### config.mk
export PLATFORM = sky130hd
export DESIGN_NAME = pc_gen_unit
export DESIGN_NICKNAME = d
export VERILOG_FILES = /design/src/rtl/pc_gen_unit.sv
export SDC_FILE = /design/constraint.sdc
export NUM_CORES = 1
export LEC_CHECK = 0
export ABC_CLOCK_PERIOD_IN_PS = 2700
export CORE_MARGIN = 1
export CORE_UTILIZATION = 35
export CTS_CLUSTER_DIAMETER = 150
export CTS_CLUSTER_SIZE = 30
export DETAILED_ROUTE_END_ITERATION = 10
export GPL_ROUTABILITY_DRIVEN = 1
export SYNTH_ARGS = -nofsm -noshare
export SYNTH_HDL_FRONTEND = slang
export SYNTH_SLANG_ARGS = --single-unit
### constraint.sdc
create_clock -name clk -period 2.7 [get_ports clk]
set_input_delay 0.54 -clock clk [delete_from_list [all_inputs] [get_ports clk]]
set_output_delay 0.54 -clock clk [all_outputs]
set_load 0.05 [all_outputs]
### src/rtl/pc_gen_unit.sv
// pc_gen_unit: fetch-stage program-counter generator with handshake, stall, buffered redirect, trap priority and misalign vectoring
// Ports:
//   clk, rst (sync, active-low)
//   stall_i        hazard hold; freezes PC, drops fetch_valid_o
//   fetch_ready_i  instruction memory accepts current request
//   branch_en_i / branch_pc_i  branch redirect request and target
//   trap_en_i / trap_pc_i      trap redirect request and handler address
//   pc_o, pc_plus_o            current fetch address and its sequential successor
//   fetch_valid_o              fetch request valid
//   misalign_o / badaddr_o     misaligned-branch pulse and captured target
module pc_gen_unit #(
    parameter int ADDR_W = 32,
    parameter logic [ADDR_W-1:0] RESET_VEC = '0,
    parameter int INST_BYTES = 4,
    parameter logic [31:0] MISALIGN_VEC = 32'h00000100
) (
    input  logic              clk,
    input  logic              rst,
    input  logic              stall_i,
    input  logic              fetch_ready_i,
    input  logic              branch_en_i,
    input  logic [ADDR_W-1:0] branch_pc_i,
    input  logic              trap_en_i,
    input  logic [ADDR_W-1:0] trap_pc_i,
    output logic [ADDR_W-1:0] pc_o,
    output logic [ADDR_W-1:0] pc_plus_o,
    output logic              fetch_valid_o,
    output logic              misalign_o,
    output logic [ADDR_W-1:0] badaddr_o
);
    typedef enum logic [1:0] {BOOT, RUN, PEND} state_t;
    localparam logic [ADDR_W-1:0] LO = ADDR_W'(INST_BYTES - 1);
    localparam logic [ADDR_W-1:0] MIS = ADDR_W'(MISALIGN_VEC);
    state_t state, state_n;
    logic [ADDR_W-1:0] pc_n, pend, pend_n, bad_n, tgt;
    logic mis_n, apply, tgt_bad;
    assign pc_plus_o = pc_o + ADDR_W'(INST_BYTES);
    assign fetch_valid_o = (state == RUN) && !stall_i;
    // a live branch always takes precedence over the buffered one
    assign tgt = branch_en_i ? branch_pc_i : pend;
    assign tgt_bad = |(tgt & LO);
    always_comb begin
        state_n = state;
        pc_n = pc_o;
        pend_n = pend;
        bad_n = badaddr_o;
        mis_n = 1'b0;
        apply = 1'b0;
        if (trap_en_i) begin
            pc_n = trap_pc_i & ~LO;
            pend_n = '0;
            state_n = RUN;
        end else if (branch_en_i && stall_i) begin
            pend_n = branch_pc_i;
            state_n = PEND;
        end else if (branch_en_i || (state == PEND && !stall_i)) begin
            apply = 1'b1;
            state_n = RUN;
        end else if (state == BOOT) begin
            state_n = RUN;
        end else if (fetch_valid_o && fetch_ready_i) begin
            pc_n = pc_plus_o;
        end
        if (apply) begin
            pc_n = tgt_bad ? MIS : tgt;
            bad_n = tgt_bad ? tgt : badaddr_o;
            mis_n = tgt_bad;
        end
    end
    always_ff @(posedge clk) begin
        if (!rst) begin
            state <= BOOT;
            pc_o <= RESET_VEC;
            pend <= '0;
            badaddr_o <= '0;
            misalign_o <= 1'b0;
        end else begin
            state <= state_n;
            pc_o <= pc_n;
            pend <= pend_n;
            badaddr_o <= bad_n;
            misalign_o <= mis_n;
        end
    end
endmodule

Yosys cells after proc, flatten, opt, wreduce, memory -nomap -nowiden:

Index checks and enable logic that the tools add are counted.

* add/sub/neg operators: 1
* equality and inequality tests: 5
* muxes and demuxes: 15
* bitwise operators: 1
* reductions and logical operators: 15

Operators by type and width (count)
* two-way mux 32 bit: 8
* adder 32 x 3 -> 32 bit, second input constant: 1
* != test 3 bit, second input constant: 3
* two-way mux 2 bit: 3
* nonzero test 3 bit: 2
* logical AND 1 bit: 4
* two-way mux 1 bit: 4
* AND reduction 2 bit: 2
* AND reduction 4 bit: 1
* nonzero test 4 bit: 1
* OR reduction 2 bit: 2
* == test 2 x 1 -> 1 bit, second input constant: 1
* == test 2 bit, second input constant: 1
* zero test 2 bit: 1
* zero test 1 bit: 1
* logical OR 1 bit: 1
* NOT 1 bit: 1

* bits in registers: 99
* output and inout port bits: 98
* logic and storage cells: 43

Depth between registers and ports, before layout:

* word-level depth: 9
* depth in mapped cells: 8
* mapped depth without buffers: 6

Worst setup path before layout:

No wires, ideal clock.

* path kind: flip-flop to output port
* start point: register pc_o[10]
* end point: output pc_plus_o[31]
* arrival: 3.028 ns
* slack: -0.868 ns
* cell stages (with the launch flop): 7
* path buffers: 2
* path through: dfxtp_1 buf_4 nand4_1 or4_1 buf_2 or4_4 xnor2_1

* cells in the longest elaborated chain, start to end: 1

RTL lines
* start: declaration: RTL line 25 `output logic [ADDR_W-1:0] pc_o,`
* start signal: assignment: RTL line 79 `pc_o <= pc_n;`
* adder 32 x 3 -> 32 bit: RTL line 37 `assign pc_plus_o = pc_o + ADDR_W'(INST_BYTES);`
* end: declaration: RTL line 26 `output logic [ADDR_W-1:0] pc_plus_o,`

Every way passes these cells.

Worst setup path in the final report:

* start point: register pc_o[12]
* end point: output pc_plus_o[29]

Same word-level chain as after synthesis.

==> summary.md <==
| Metric | Value |
|---|---|
| CTS H-tree lvls | `3` |
| Pre-CTS setup slack | `115 ps` |
| Layout fillers | `1255` |
| LEAKAGE | `2.95 nW` |
| Failing checks | `negative setup slack` |
| Syn Area/Cell | `8.11 µm²` |
| HP Class | `reg2reg` |
| Xor-xnor portion of the synthesized cell area | `3.48%` |
| Skew final | `6.67 ps` |
| Mux contribution to synthesized area | `9.76%` |
| Antenna violations before repair | `2` |
| Synth Net Count | `692` |
| Grt ovf | `0` |
| Syn Inst Count | `621` |
| Run status | `finished with violations` |
| Post-DRT Antenna Nets | `0` |
| Detailed Routing Iterations Pass 1 | `5` |
| R2R setup slack | `480 ps` |
| Num rows | `43` |
| Post-synth EDFFs | `0` |
| Ys flop type | `dfxtp_1` |
| Post-synthesis sequential area ratio | `39.3%` |
| Setup TNS | `-407 ps` |
| Most frequent cell after synthesis | `nand2_1` |
| Layout cells sized above 1 | `23.4%` |
| TritonCTS buffer count | `9` |
| Vias in the first global route | `5251` |
| Reg-to-reg critical path startpoint | `pc_o[12]` |
| WL final | `18400 µm` |
| Pwr Density | `500 nW/µm²` |
| Initial Util | `36.1%` |
| Synth cell count leaders | `105 x nand2_1, 99 x dfxtp_1, 57 x nor2_1` |
| CTS Sinks | `99` |
| Crit path kind | `reg2out` |
| Max Fclk | `357 MHz` |
| Setup ws final | `-103 ps` |
| Final Wtd Congestion | `0.862` |
| Adder-Cell Fraction of Synth Area | `0.248%` |
| Later-pin clock latency in the skew report | `360 ps` |
| Fin. Hold Viols | `0` |
| DR WL/cell | `18.6 µm` |
| Final setup viols | `8` |
| I/O pin total | `168` |
| Crit path from | `pc_o[12]` |
| Synth Area in Compound Gates | `20.9%` |
| #FFs+latches synth | `99` |
| Worst Setup EP | `pc_plus_o[29]` |
| Critical R2R Capture | `pc_o[31]` |
| Ys async rst share | `0%` |
| Final #Nets | `877` |
| Layout area overhead | `59.7%` |
| Post-Syn Area | `5040 µm²` |
| Dominant cells by area after synthesis | `dfxtp_1 39%, nand2_1 7.8%, mux2i_1 6.0%, a21oi_1 5.3%, nor2_1 4.2%` |
| Drt drc | `0` |
| Multi-input gate area | `3080 µm²` |
| CTS tree | `done` |
| Clock buffer depth | `2` |
| Dpl hpwl | `13600 µm` |
| Largest family of logic cells by synthesized area | `simple AND/OR/NAND/NOR gates` |
| Sequential cell area | `2010 µm²` |
| RSZ-0062 raised after global routing | `true` |
| Crit path DAT | `2260 ps` |
| Die area | `14900 µm²` |
| Fin crit share | `104%` |
| Buffers added on ports | `165` |
| Via count | `5445` |
| Worst-Margin Slew | `529 ps` |
| DR vias/cell | `5.49` |
| Yosys warning count | `0` |
| Clock root buffer | `clkbuf_16` |
| Pins over their slew limit | `0` |
| Post-synthesis simple-gate area fraction | `21.4%` |
| Distinct cells, synth | `52` |
| First-pass GRT wire length | `28300 µm` |
| Reg2Reg Depth | `5` |
| VDD IR-drop max | `0.263 mV` |
| Crit path max fanout | `7` |
| DR iter-0 viols | `338` |
| Core area | `13900 µm²` |
| Yosys top cell by area | `dfxtp_1` |
| Largest net degree at the start of global routing | `31` |
| Top-area cell type share of the netlist area | `39.3%` |
| CP required | `2160 ps` |
| Die width | `122 µm` |
| GRT Overall Usage | `25.2%` |
| Max Cap Viol | `0` |
| Crit. End Element | `output pin` |
| Die Y | `122 µm` |
| Worst-path clk slew | `70 ps` |
| Fin crit period | `2800 ps` |
| Worst setup SP type | `flip-flop` |
| Slew HR | `64.6%` |
[metal layers]
layer / part of all wire (%) / vias to the layer above / track usage [%]
met2: 47 / 205 / 41.6
met5: 0.070 / - / 0
met1: 44 / 2601 / 32.3
li1: - / 2613 / -
met3: 7.4 / 24 / 5.62
met4: 1.4 / 2 / 7.87
[placed cells by master, fill, tap and decap left out, drive strengths merged, types with 3 or more instances in the layout]
master | Yosys | final
clkbuf | 41 | 10
o22ai | 9 | 9
nand2b | 3 | 3
mux2 | 17 | 17
or4 | 8 | 8
a221o | 4 | 4
clkdlybuf4s50 | 0 | 135
nand2 | 106 | 106
o221a | 6 | 6
a211oi | 25 | 25
and3 | 5 | 5
or2 | 5 | 5
nor2 | 57 | 57
a31oi | 5 | 5
o21ai | 17 | 17
nor4 | 8 | 8
a21oi | 53 | 53
xnor2 | 14 | 14
a32o | 3 | 3
dfxtp | 99 | 99
nand4 | 5 | 5
and4 | 5 | 5
a221oi | 8 | 8
mux2i | 30 | 30
and2 | 3 | 3
nand3 | 16 | 16
xor2 | 6 | 6
nor3b | 3 | 3
o31ai | 5 | 5
o31a | 4 | 4
buf | 11 | 90
nor3 | 9 | 9
inv | 8 | 12
a22oi | 5 | 5
[registers in the layout, summed over array words and instances (netlist names)]
signal	cells
badaddr_o	32
misalign_o	1
pc_o	32
state	2
pend	32
[worst min-delay path by stage]
| stage | start | end | slack, ps | cells past startpoint |
|---|---|---|---|---|
| 4_1_cts | pend[9] | pend[9] | 450 | 2 |
| 3_3_place_gp | pend[8] | pend[8] | 440 | 2 |
| 6_report | pend[9] | pend[9] | 460 | 2 |
| 2_1_floorplan | pend[10] | pend[10] | 430 | 2 |
| 3_5_place_dp | pend[9] | pend[9] | 440 | 2 |
| 5_1_grt | pend[23] | pend[23] | 480 | 2 |
[through the flow]
step	cells	utilization [%]	total power, mW	hold slack, ps	instance area [µm²]
final	992	57.7	4.02	456	8040
after global routing	991	57.7	4.17	478	8040
after CTS	986	56.8	4.03	455	7910
after detailed placement	966	53.5	2.70	444	7450
after global placement	966	53.5	2.69	439	7450
after floorplan	621	-	2.20	434	5150
[logic make-up after synthesis]
logic type | Yosys count
buffers and inverters | 60
adders and majority gates | 1
and+or+nand+nor | 237
xor gates and xnor gates | 20
AOI/OAI and AO/OA | 157
muxes | 47
DFF | 99
[worst max-delay path, stage by stage, from the launching register on]
cell and delay, ps:
dfxtp_2 330, nand4_1 120, or4_4 570, buf_6 170, or4_4 500, nand2_4 80
buf_12 130
[layout make-up]
type | instances | area share (%)
Sequential cell | 99 | 25.0
Inverter | 8 | 0.373
Clock inverter | 6 | 0.700
Timing Repair Buffer | 226 | 29.8
Multi-Input combinational cell | 462 | 38.3
Antenna cell | 1 | 0.0311
Tap cell | 180 | 2.80
Clock buffer | 10 | 2.97
[report_power, final]
group          internal (mW)  switching, mW
combinational          0.475          0.651
clock                  0.670          0.649
sequential              1.52         0.0562
total                   2.67           1.36
[what timing repair did]
| action | 4_1_cts | 5_1_grt |
|---|---|---|
| hold buffers | 0 | 0 |
| setup endpoints to repair | 16 | 17 |
| pin swaps | 14 | 11 |
| gates resized for setup | 31 | 24 |
| cloned | 0 | 0 |
| buffers inserted | 4 | 5 |
Note: power is estimated with default switching activity, not from simulation.
